## config.mk

```make
export PLATFORM = sky130hd
export DESIGN_NAME = des_round_ctrl
export DESIGN_NICKNAME = d
export VERILOG_FILES = /design/src/rtl/des_pkg.sv /design/src/rtl/des_func.sv /design/src/rtl/des_round_ctrl.sv
export SDC_FILE = /design/constraint.sdc
export NUM_CORES = 1
export LEC_CHECK = 0
export ABC_AREA = 1
export ABC_CLOCK_PERIOD_IN_PS = 4400
export CORE_MARGIN = 3
export CORE_UTILIZATION = 55
export CTS_CLUSTER_SIZE = 8
export DETAILED_ROUTE_END_ITERATION = 16
export PLACE_DENSITY = 0.91
export SLEW_MARGIN = 20
export SYNTH_ARGS = -nofsm -noshare
export SYNTH_HDL_FRONTEND = slang
export SYNTH_SLANG_ARGS = --single-unit
```

## constraint.sdc

```tcl
create_clock -name clk -period 4.4 [get_ports clk]
set_input_delay 0.88 -clock clk [delete_from_list [all_inputs] [get_ports clk]]
set_output_delay 0.88 -clock clk [all_outputs]
set_load 0.02 [all_outputs]
```

## src/rtl/des_pkg.sv

```systemverilog
// Shared DES constants: permutation/expansion tables, S-boxes, key rotation schedule and
// controller state encoding. Bit 63 of a 64-bit block is DES bit 1 throughout.
package des_pkg;

  localparam int DES_ROUNDS = 16;

  typedef enum logic [2:0] {S_IDLE, S_ROUND, S_WAIT, S_FINAL, S_DONE} state_t;

  localparam int ROT_SCHED [1:16] = '{1, 1, 2, 2, 2, 2, 2, 2, 1, 2, 2, 2, 2, 2, 2, 1};

  localparam int IP_T [64] = '{
    58, 50, 42, 34, 26, 18, 10, 2, 60, 52, 44, 36, 28, 20, 12, 4,
    62, 54, 46, 38, 30, 22, 14, 6, 64, 56, 48, 40, 32, 24, 16, 8,
    57, 49, 41, 33, 25, 17,  9, 1, 59, 51, 43, 35, 27, 19, 11, 3,
    61, 53, 45, 37, 29, 21, 13, 5, 63, 55, 47, 39, 31, 23, 15, 7};

  localparam int IP_INV_T [64] = '{
    40, 8, 48, 16, 56, 24, 64, 32, 39, 7, 47, 15, 55, 23, 63, 31,
    38, 6, 46, 14, 54, 22, 62, 30, 37, 5, 45, 13, 53, 21, 61, 29,
    36, 4, 44, 12, 52, 20, 60, 28, 35, 3, 43, 11, 51, 19, 59, 27,
    34, 2, 42, 10, 50, 18, 58, 26, 33, 1, 41,  9, 49, 17, 57, 25};

  localparam int PC1_T [56] = '{
    57, 49, 41, 33, 25, 17,  9,  1, 58, 50, 42, 34, 26, 18,
    10,  2, 59, 51, 43, 35, 27, 19, 11,  3, 60, 52, 44, 36,
    63, 55, 47, 39, 31, 23, 15,  7, 62, 54, 46, 38, 30, 22,
    14,  6, 61, 53, 45, 37, 29, 21, 13,  5, 28, 20, 12,  4};

  localparam int PC2_T [48] = '{
    14, 17, 11, 24,  1,  5,  3, 28, 15,  6, 21, 10,
    23, 19, 12,  4, 26,  8, 16,  7, 27, 20, 13,  2,
    41, 52, 31, 37, 47, 55, 30, 40, 51, 45, 33, 48,
    44, 49, 39, 56, 34, 53, 46, 42, 50, 36, 29, 32};

  localparam int E_T [48] = '{
    32,  1,  2,  3,  4,  5,  4,  5,  6,  7,  8,  9,
     8,  9, 10, 11, 12, 13, 12, 13, 14, 15, 16, 17,
    16, 17, 18, 19, 20, 21, 20, 21, 22, 23, 24, 25,
    24, 25, 26, 27, 28, 29, 28, 29, 30, 31, 32,  1};

  localparam int P_T [32] = '{
    16,  7, 20, 21, 29, 12, 28, 17,  1, 15, 23, 26,  5, 18, 31, 10,
     2,  8, 24, 14, 32, 27,  3,  9, 19, 13, 30,  6, 22, 11,  4, 25};

  // Indexed [box][{row,col}], row = {b1,b6}, col = b2..b5
  localparam logic [3:0] S_T [8][64] = '{
    '{14, 4,13, 1, 2,15,11, 8, 3,10, 6,12, 5, 9, 0, 7,
       0,15, 7, 4,14, 2,13, 1,10, 6,12,11, 9, 5, 3, 8,
       4, 1,14, 8,13, 6, 2,11,15,12, 9, 7, 3,10, 5, 0,
      15,12, 8, 2, 4, 9, 1, 7, 5,11, 3,14,10, 0, 6,13},
    '{15, 1, 8,14, 6,11, 3, 4, 9, 7, 2,13,12, 0, 5,10,
       3,13, 4, 7,15, 2, 8,14,12, 0, 1,10, 6, 9,11, 5,
       0,14, 7,11,10, 4,13, 1, 5, 8,12, 6, 9, 3, 2,15,
      13, 8,10, 1, 3,15, 4, 2,11, 6, 7,12, 0, 5,14, 9},
    '{10, 0, 9,14, 6, 3,15, 5, 1,13,12, 7,11, 4, 2, 8,
      13, 7, 0, 9, 3, 4, 6,10, 2, 8, 5,14,12,11,15, 1,
      13, 6, 4, 9, 8,15, 3, 0,11, 1, 2,12, 5,10,14, 7,
       1,10,13, 0, 6, 9, 8, 7, 4,15,14, 3,11, 5, 2,12},
    '{ 7,13,14, 3, 0, 6, 9,10, 1, 2, 8, 5,11,12, 4,15,
      13, 8,11, 5, 6,15, 0, 3, 4, 7, 2,12, 1,10,14, 9,
      10, 6, 9, 0,12,11, 7,13,15, 1, 3,14, 5, 2, 8, 4,
       3,15, 0, 6,10, 1,13, 8, 9, 4, 5,11,12, 7, 2,14},
    '{ 2,12, 4, 1, 7,10,11, 6, 8, 5, 3,15,13, 0,14, 9,
      14,11, 2,12, 4, 7,13, 1, 5, 0,15,10, 3, 9, 8, 6,
       4, 2, 1,11,10,13, 7, 8,15, 9,12, 5, 6, 3, 0,14,
      11, 8,12, 7, 1,14, 2,13, 6,15, 0, 9,10, 4, 5, 3},
    '{12, 1,10,15, 9, 2, 6, 8, 0,13, 3, 4,14, 7, 5,11,
      10,15, 4, 2, 7,12, 9, 5, 6, 1,13,14, 0,11, 3, 8,
       9,14,15, 5, 2, 8,12, 3, 7, 0, 4,10, 1,13,11, 6,
       4, 3, 2,12, 9, 5,15,10,11,14, 1, 7, 6, 0, 8,13},
    '{ 4,11, 2,14,15, 0, 8,13, 3,12, 9, 7, 5,10, 6, 1,
      13, 0,11, 7, 4, 9, 1,10,14, 3, 5,12, 2,15, 8, 6,
       1, 4,11,13,12, 3, 7,14,10,15, 6, 8, 0, 5, 9, 2,
       6,11,13, 8, 1, 4,10, 7, 9, 5, 0,15,14, 2, 3,12},
    '{13, 2, 8, 4, 6,15,11, 1,10, 9, 3,14, 5, 0,12, 7,
       1,15,13, 8,10, 3, 7, 4,12, 5, 6,11, 0,14, 9, 2,
       7,11, 4, 1, 9,12,14, 2, 0, 6,10,13,15, 3, 5, 8,
       2, 1,14, 7, 4,10, 8,13,15,12, 9, 0, 3, 5, 6,11}};

  function automatic logic [63:0] ip(input logic [63:0] x);
    logic [63:0] y;
    y = '0;
    for (int i = 0; i < 64; i++) y[63-i] = x[64-IP_T[i]];
    return y;
  endfunction

  function automatic logic [63:0] ip_inv(input logic [63:0] x);
    logic [63:0] y;
    y = '0;
    for (int i = 0; i < 64; i++) y[63-i] = x[64-IP_INV_T[i]];
    return y;
  endfunction

  // Returns {C0, D0}; parity bits (8,16,..,64) are dropped by the table
  function automatic logic [55:0] pc1(input logic [63:0] x);
    logic [55:0] y;
    y = '0;
    for (int i = 0; i < 56; i++) y[55-i] = x[64-PC1_T[i]];
    return y;
  endfunction

  function automatic logic [47:0] pc2(input logic [55:0] x);
    logic [47:0] y;
    y = '0;
    for (int i = 0; i < 48; i++) y[47-i] = x[56-PC2_T[i]];
    return y;
  endfunction

  function automatic logic [47:0] e_exp(input logic [31:0] x);
    logic [47:0] y;
    y = '0;
    for (int i = 0; i < 48; i++) y[47-i] = x[32-E_T[i]];
    return y;
  endfunction

  function automatic logic [31:0] p_perm(input logic [31:0] x);
    logic [31:0] y;
    y = '0;
    for (int i = 0; i < 32; i++) y[31-i] = x[32-P_T[i]];
    return y;
  endfunction

  function automatic logic [3:0] sbox(input int b, input logic [5:0] six);
    return S_T[b][{six[5], six[0], six[4:1]}];
  endfunction

  function automatic logic [1:0] rot_amt(input logic [4:0] r);
    if (r >= 5'd1 && r <= 5'd16) return 2'(ROT_SCHED[r]);
    return 2'd0;
  endfunction

endpackage

```

## src/rtl/des_func.sv

```systemverilog
// DES f-function (E expansion, key mix, S-boxes, P) followed by LAT register stages,
// so dataOut reflects inputs that were stable LAT cycles earlier.
module des_func
  import des_pkg::*;
#(
  parameter int LAT = 1
) (
  input  logic        clk,
  input  logic [31:0] dataIn,
  input  logic [47:0] roundKey,
  output logic [31:0] dataOut
);

  logic [47:0]          x;
  logic [31:0]          s_out;
  logic [31:0]          f_comb;
  logic [LAT:1][31:0]   pipe;

  always_comb begin
    x     = e_exp(dataIn) ^ roundKey;
    s_out = '0;
    for (int b = 0; b < 8; b++) s_out[31-4*b -: 4] = sbox(b, x[47-6*b -: 6]);
    f_comb = p_perm(s_out);
  end

  always_ff @(posedge clk) begin
    pipe[1] <= f_comb;
    for (int i = 2; i <= LAT; i++) pipe[i] <= pipe[i-1];
  end

  assign dataOut = pipe[LAT];

endmodule

```

## src/rtl/des_round_ctrl.sv

```systemverilog
// Iterative single-DES controller: 16 Feistel rounds through one shared des_func with the
// key schedule rotated on the fly. Define DES_ROUND_CTRL_DBG_EN for dbg_round/dbg_lr outputs.
module des_round_ctrl
  import des_pkg::*;
#(
  parameter int FUNC_LAT = 1
) (
  input  logic        clk,
  input  logic        rst,
  input  logic        in_valid,
  output logic        in_ready,
  input  logic        in_decrypt,
  input  logic [63:0] in_block,
  input  logic [63:0] in_key,
  output logic        out_valid,
  input  logic        out_ready,
  output logic [63:0] out_block,
  output logic        busy
`ifdef DES_ROUND_CTRL_DBG_EN
  ,
  output logic [4:0]  dbg_round,
  output logic [63:0] dbg_lr
`endif
);

  localparam logic [7:0] WAIT_LAST = 8'(FUNC_LAT - 1);

  state_t      state;
  logic [31:0] l_reg, r_reg;
  logic [27:0] c_reg, d_reg;
  logic        dec;
  logic [4:0]  rnd;
  logic [7:0]  wcnt;

  logic [1:0]  sh;
  logic [27:0] c_rot, d_rot;
  logic [47:0] rkey;
  logic [31:0] f_out;

  function automatic logic [27:0] rotl28(input logic [27:0] v, input logic [1:0] n);
    case (n)
      2'd1:    return {v[26:0], v[27]};
      2'd2:    return {v[25:0], v[27:26]};
      default: return v;
    endcase
  endfunction

  function automatic logic [27:0] rotr28(input logic [27:0] v, input logic [1:0] n);
    case (n)
      2'd1:    return {v[0], v[27:1]};
      2'd2:    return {v[1:0], v[27:2]};
      default: return v;
    endcase
  endfunction

  // Decrypt walks the schedule backwards: C0/D0 already equal C16/D16, so round 1 is unrotated
  always_comb begin
    sh    = (dec && rnd == 5'd1) ? 2'd0 : rot_amt(rnd);
    c_rot = dec ? rotr28(c_reg, sh) : rotl28(c_reg, sh);
    d_rot = dec ? rotr28(d_reg, sh) : rotl28(d_reg, sh);
  end

  assign rkey = pc2({c_rot, d_rot});

  des_func #(.LAT(FUNC_LAT)) u_func (
    .clk      (clk),
    .dataIn   (r_reg),
    .roundKey (rkey),
    .dataOut  (f_out)
  );

`ifdef DES_ROUND_CTRL_DBG_EN
  assign dbg_round = rnd;
`endif

  always_ff @(posedge clk) begin
    if (rst) begin
      state     <= S_IDLE;
      in_ready  <= 1'b1;
      out_valid <= 1'b0;
      out_block <= '0;
      busy      <= 1'b0;
      rnd       <= '0;
      wcnt      <= '0;
      dec       <= 1'b0;
      l_reg     <= '0;
      r_reg     <= '0;
      c_reg     <= '0;
      d_reg     <= '0;
`ifdef DES_ROUND_CTRL_DBG_EN
      dbg_lr    <= '0;
`endif
    end else begin
      case (state)
        S_IDLE: begin
          if (in_valid && in_ready) begin
            {l_reg, r_reg} <= ip(in_block);
            {c_reg, d_reg} <= pc1(in_key);
            dec            <= in_decrypt;
            rnd            <= 5'd1;
            in_ready       <= 1'b0;
            busy           <= 1'b1;
            state          <= S_ROUND;
          end
        end
        S_ROUND: begin
          wcnt  <= '0;
          state <= S_WAIT;
        end
        // r_reg and c/d stay untouched here, keeping des_func inputs constant until commit
        S_WAIT: begin
          if (wcnt == WAIT_LAST) begin
            l_reg <= r_reg;
            r_reg <= l_reg ^ f_out;
            c_reg <= c_rot;
            d_reg <= d_rot;
`ifdef DES_ROUND_CTRL_DBG_EN
            dbg_lr <= {r_reg, l_reg ^ f_out};
`endif
            if (rnd == 5'(DES_ROUNDS)) begin
              state <= S_FINAL;
            end else begin
              rnd   <= rnd + 5'd1;
              state <= S_ROUND;
            end
          end else begin
            wcnt <= wcnt + 8'd1;
          end
        end
        S_FINAL: begin
          out_block <= ip_inv({r_reg, l_reg});
          out_valid <= 1'b1;
          state     <= S_DONE;
        end
        S_DONE: begin
          if (out_ready) begin
            out_valid <= 1'b0;
            in_ready  <= 1'b1;
            busy      <= 1'b0;
            rnd       <= '0;
            state     <= S_IDLE;
          end
        end
        default: state <= S_IDLE;
      endcase
    end
  end

endmodule

```

* Word-level counts from Yosys, hierarchy flattened
Memories as Yosys holds them, arrays and structs flattened. A register that Yosys moved wholly into a read port is not among the register bits. Cells that the tools add are included.
Word-level totals: flip-flop bits (word level) 204, bits in read-only memories 3072, output and inout port bits 67, memories 9
Memory list:
- (no name shown) | words 32, bits a word 32, rd ports 1, clocked after memory_dff 0, write ports 0, RTL line des_pkg.sv:128 | if (r >= 5'd1 && r <= 5'd16) return 2'(ROT_SCHED[r]);
- (no name shown) | words 64, bits a word 4, rd ports 1, clocked after memory_dff 1, write ports 0, RTL line des_pkg.sv:124 | return S_T[b][{six[5], six[0], six[4:1]}];
- (no name shown) | words 64, bits a word 4, rd ports 1, clocked after memory_dff 1, write ports 0, RTL line des_pkg.sv:124
- (no name shown) | words 64, bits a word 4, rd ports 1, clocked after memory_dff 1, write ports 0, RTL line des_pkg.sv:124
- (no name shown) | words 64, bits a word 4, rd ports 1, clocked after memory_dff 1, write ports 0, RTL line des_pkg.sv:124
- (no name shown) | words 64, bits a word 4, rd ports 1, clocked after memory_dff 1, write ports 0, RTL line des_pkg.sv:124
- 3 more memories
Operators by class: $add $sub $neg 2, $lt $le $gt $ge 3, equal/unequal tests 14, muxes and demuxes 43, bitwise logic cells 11, reduce and logical (&&, ||, !) cells 18
Operators with widths (count):
- case mux 28 bit (2 select lines) | 6
- two-way mux 28 bit | 6
- two-way mux 32 bit | 4
- case mux 32 bit (2 select lines) | 2
- inverter 6 -> 7 bit | 8
- XOR 48 bit | 1
- XOR 32 bit | 1
- two-way mux 5 bit | 4
- case mux 8 bit (2 select lines) | 1
- case mux 3 bit (5 select lines) | 1
- case mux 5 bit (3 select lines) | 1
- two-way mux 2 bit | 6
- != test 2 bit (second input constant) | 5
- two-way mux 3 bit | 3
- AND reduction 3 bit | 3
- adder 8 x 1 -> 8 bit (second input constant) | 1
- zero test 8 bit | 1
- two-way mux 8 bit | 1
- nonzero test 2 bit | 4
- == test 3 x 2 -> 1 bit (second input constant) | 2
- >= comparator 6 bit (second input constant) | 1
- inverter 5 -> 6 bit | 1
- case mux 1 bit (2 select lines) | 3
- AND reduction 2 bit | 3
- other kinds (16) | 22

* Longest topological paths before layout
Gate-level depths: netlist of the first run.
depth in word-level cells 12, depth in mapped cells 29, mapped depth without buffers 27

* Cells and area by module
Synthesis of the first run repeated with hierarchy kept, for this count alone.
Unflattened totals: cell total of the unflattened synthesis 2942, area total of the unflattened synthesis 17274.1 µm²
Modules (own cells, without submodules):
- des_round_ctrl | instances 1, cells each 1797, area each 11295.8 µm²
- des_func | instances 1, cells each 1145, area each 5978.2 µm²

* Worst setup path before layout of the first run
No wires, ideal clock.
path kind flip-flop to flip-flop, from register dec, to register u_func.pipe, in the netlist u_func.dataOut[2], library setup time 109 ps, data arrival time 3510 ps, required time 4291 ps, path slack 781 ps, cell stages (with the launch flop) 27, path buffers 4, clock period less this slack 3619 ps, cells stage by stage dfxtp_1 inv_2 buf_4 buf_4 clkbuf_1 nand3_1 a32oi_1 inv_1 nor2_1 inv_1 ha_1 inv_2 clkbuf_1 nand3_1 nand2_1 nand2_1 nand2_2 inv_1 ha_1 nand3_1 nand3_1 nand3_1 nand2_1 inv_1 nand2_1 nand2_1 inv_1
Between the ends: word-level cells in the longest chain between the ends 7
Ends and longest elaborated chain:
- start: declaration | RTL line des_round_ctrl.sv:31 | logic dec;
- start signal: assignment | RTL line des_round_ctrl.sv:99 | dec <= in_decrypt;
- logical AND 1 bit | RTL line des_round_ctrl.sv:58 | sh = (dec && rnd == 5'd1) ? 2'd0 : rot_amt(rnd);
- two-way mux 2 bit | RTL line des_round_ctrl.sv:58
- == test 2 bit / == test 2 x 1 -> 1 bit (equally long branches) | RTL line des_round_ctrl.sv:41, des_round_ctrl.sv:49
- case mux 28 bit (2 select lines) (on tied branches) | RTL line des_round_ctrl.sv:41, des_round_ctrl.sv:49
- two-way mux 28 bit (*) | RTL line des_round_ctrl.sv:59 | c_rot = dec ? rotr28(c_reg, sh) : rotl28(c_reg, sh);
- XOR 48 bit (*) | RTL line des_func.sv:20 | x = e_exp(dataIn) ^ roundKey;
- inverter 6 -> 7 bit (implied by the code) (*) | RTL line des_pkg.sv:124
- end: declaration | RTL line des_func.sv:17 | logic [LAT:1][31:0] pipe;
Every way passes the cells marked *; elsewhere a longest branch is shown, timed or not. A chain may end at the register's enable or synchronous reset.

* Worst setup path in the final report of the first run
from register rnd[0], to register u_func.pipe, in the netlist u_func.dataOut[6]
Between the ends: word-level cells in the longest chain between the ends 12
Ends and longest elaborated chain:
- start: declaration | RTL line des_round_ctrl.sv:32 | logic [4:0] rnd;
- start signal: assignment | RTL line des_round_ctrl.sv:123 | rnd <= rnd + 5'd1;
- inverter 5 -> 6 bit (implied by the code) | RTL line des_pkg.sv:128
- memory (32 x 32 bit)
- two-way mux 2 bit (implied by the code) (2 in a row) | RTL line des_pkg.sv:128
- two-way mux 2 bit | RTL line des_pkg.sv:128
- two-way mux 2 bit | RTL line des_pkg.sv:129 | return 2'd0;
- two-way mux 2 bit (*) | RTL line des_round_ctrl.sv:58
- == test 2 bit / == test 2 x 1 -> 1 bit (equally long branches) | RTL line des_round_ctrl.sv:41, des_round_ctrl.sv:49
- case mux 28 bit (2 select lines) (on tied branches) | RTL line des_round_ctrl.sv:41, des_round_ctrl.sv:49
- two-way mux 28 bit (*) | RTL line des_round_ctrl.sv:59
- XOR 48 bit (*) | RTL line des_func.sv:20
- inverter 6 -> 7 bit (implied by the code) (*) | RTL line des_pkg.sv:124
Every way passes the cells marked *; elsewhere a longest branch is shown, timed or not. The select of a mux whose other input is x is not followed.

==> flow_summary.json, run 1 <==
{
  "status": "completed",
  "arrival_ps": 4460,
  "power_density_nw_per_um2": 699,
  "final_max_slew_viol_count": 0,
  "yosys.area.top_type": "dfxtp_1",
  "synth.distinct_cells": 39,
  "rrSetupSlack_ps": 340,
  "fmax_ghz": 0.246,
  "cts_root_buf": "clkbuf_16",
  "clock_latency_ps": 530,
  "htree_num_levels": 2,
  "synth_cells": 2685,
  "timing.setup.tns_ps": 0,
  "fin_crit_sh_pct": 92.3,
  "largest_reg_flops": 64,
  "syn_nets": 2879,
  "cap_violations": 0,
  "place_congestion": 0.977,
  "io_pins": 200,
  "drive_gt1_share_pct": 5.29,
  "worst_ep_required_time_ps": 4800,
  "slowest_delay_ps": 410,
  "ir_drop_v": 0.000339,
  "slew-limit-headroom_pct": 27.3,
  "p_leak_nw": 8.85,
  "core_um2": 29700,
  "firstDrtPassIters": 6,
  "final_nets": 2987,
  "cts-resized-gates": 0,
  "synth_edf_count": 0,
  "vias_per_cell": 5.90,
  "cp_common_cell": "nand2_1",
  "vias": 18810,
  "cp_slowest_cell": "dfxtp_1",
  "n_fill_cell": 2671,
  "holdBufCountCts": 0,
  "die_h_um": 180,
  "yosysSeqAreaShare_pct": 28.4,
  "post-dp-hpwl_mm": 42.0,
  "ys_top_cells_by_count": "883 x nand2_1, 449 x nand3_1, 236 x dfxtp_1",
  "setup_violations": 0,
  "wl_per_cell_um": 18.3,
  "path_max_fanout": 13,
  "ys_ff_latch": 236,
  "final_util_pct": 65.6,
  "synthTopCellsByArea": "dfxtp_1 28%, nand2_1 20%, nand3_1 14%",
  "hold_path.class": "reg -> reg",
  "finalHoldViolCount": 0,
  "overflow": 0,
  "avgSynthCellArea_um2": 6.19,
  "grt_pass1_wl_mm": 91.7,
  "path_delay_family": "simple AND/OR/NAND/NOR gates",
  "worst_pin_slew_ps": 1090,
  "yosys.area.top_type_share_pct": 28.4,
  "grt_pass1_vias": 17272,
  "yosys_warnings": 0,
  "ant_nets": 0,
  "post_cts_buffers": 0,
  "drt_iter0_drc": 2434,
  "worstSetupPathType": "reg -> reg",
  "remaining_drc_errors": 0,
  "clk_path_buf_depth": 3,
  "p_total_mw": 13.6,
  "cts_tree": "done",
  "grt_setup_unrepaired": "false",
  "clock_sinks": 236,
  "finalClockSkew_ps": 25.5,
  "yosysMostFrequentCell": "nand2_1",
  "design_area_um2": 19500,
  "regMostFlops": "out_block",
  "io_buffers": 191,
  "timing.final.crit_period_ps": 4060,
  "startpoint_type": "register",
  "die-area_um2": 32300,
  "cts_made_buffers": 35,
  "grt_usage_pct": 34.3,
  "area_growth_pct": 17.3,
  "die_w_um": 180,
  "syn_area_um2": 16600,
  "initial_core_util_pct": 55.9,
  "critPathBufInv": 5,
  "rows": 63,
  "async_reset_ff_share_pct": 0,
  "end_kind": "register",
  "clk_pin_slew_worst_paths_ps": 50,
  "place_area_um2": 18500,
  "synth_flop_cell": "dfxtp_1",
  "wirelength_mm": 58.4,
  "antenna_found_initial": 2,
  "crit_chain": "ha_1, inv_1, ha_1, nand2_1, o21ai_0, or2_2, nor2_1, inv_1, ha_1, inv_4, buf_4, nand3_1, nand3_1, nand2_1, ha_1, or2_2, nand2_1, nand2_1, nand2_1, nand2_1, nand2_1, nand3_1, nand2_1, inv_1",
  "grt_max_degree": 121
}
final timing paths:
kind,start,to,cells after the start
worst max-delay path,rnd[0],u_func.dataOut[6],24
worst max register to register,rnd[0],u_func.dataOut[6],24
worst min register to register,out_valid,out_valid,2
worst min-delay path,out_valid,out_valid,2
final cells by class:
class / count / area [µm²] / area share [%]
multi-input combinational: 2127 / 10500 / 53.8
sequential: 236 / 4730 / 24.3
timing repair buffer: 214 / 2150 / 11.0
clock buffer: 37 / 903 / 4.64
inverter: 179 / 676 / 3.47
tap: 390 / 488 / 2.50
clock inverter: 3 / 52.6 / 0.270
antenna: 1 / 2.50 / 0.0128
power breakdown:
part	leakage, nW	switching, mW	internal (mW)
Combinational	6.43	5.56	2.61
Sequential	1.94	0.410	2.58
Clock	0.469	1.00	1.45
Total	8.85	6.97	6.65
worst min-delay path, cell delays in order, from the launching register on:
cell and delay (ps):
dfxtp_1 310, nand2_1 60, a21oi_1 50
metal layers:
layer  vias up  wire, µm  global-route usage, %
met1      8578     24200                   46.2
met5         -        13                      0
met4         2      2760                   13.7
li1       9053         -                      -
met2       994     26400                   55.3
met3       183      4950                   5.10
placed cells by master (no fill, tap or decap), types with 9 or more instances in the layout:
| cell | Yosys | final |
|---|---|---|
| a21oi_1 | 223 | 223 |
| buf_4 | 27 | 17 |
| clkbuf_16 | 0 | 35 |
| clkdlybuf4s50_1 | 0 | 190 |
| dfxtp_1 | 236 | 235 |
| ha_1 | 61 | 59 |
| inv_1 | 165 | 164 |
| inv_2 | 14 | 13 |
| nand2_1 | 883 | 883 |
| nand2_2 | 34 | 32 |
| nand3_1 | 449 | 449 |
| nand4_1 | 9 | 9 |
| nor2_1 | 101 | 101 |
| o21ai_0 | 196 | 195 |
| o21ai_1 | 61 | 62 |
| or2_2 | 9 | 9 |
| xnor2_1 | 33 | 33 |
| xor2_1 | 12 | 12 |
logic make-up (layout without fill, tap and decap cells):
group	after synthesis	after routing	synth area share [%]
compound gates	507	507	15.8
xor+xnor	58	58	3.98
fa+ha+maj	61	61	4.59
buf+inv	322	433	8.73
flops	236	236	28.4
other cells	0	1	0
simple gates	1501	1501	38.5
stage by stage:
stage	worst slack [ps]	hold WS [ps]	instances
after CTS	302	464	3186
after global routing	40.7	491	3187
after detailed placement	333	456	3146
after floorplan	781	437	2685
final	337	464	3187
after global placement	426	449	3145
Power figures use the tool's default switching activity.
==> run 2: changes to the inputs <==
--- a/config.mk
+++ b/config.mk
@@ -7,6 +7,7 @@
 export LEC_CHECK = 0
 export ABC_AREA = 1
 export ABC_CLOCK_PERIOD_IN_PS = 4400
+export CAP_MARGIN = 20
 export CORE_MARGIN = 3
 export CORE_UTILIZATION = 55
 export CTS_CLUSTER_SIZE = 8
==> results of run 2 <==
Final layout, timing and power as in run 1 (identical DEF).
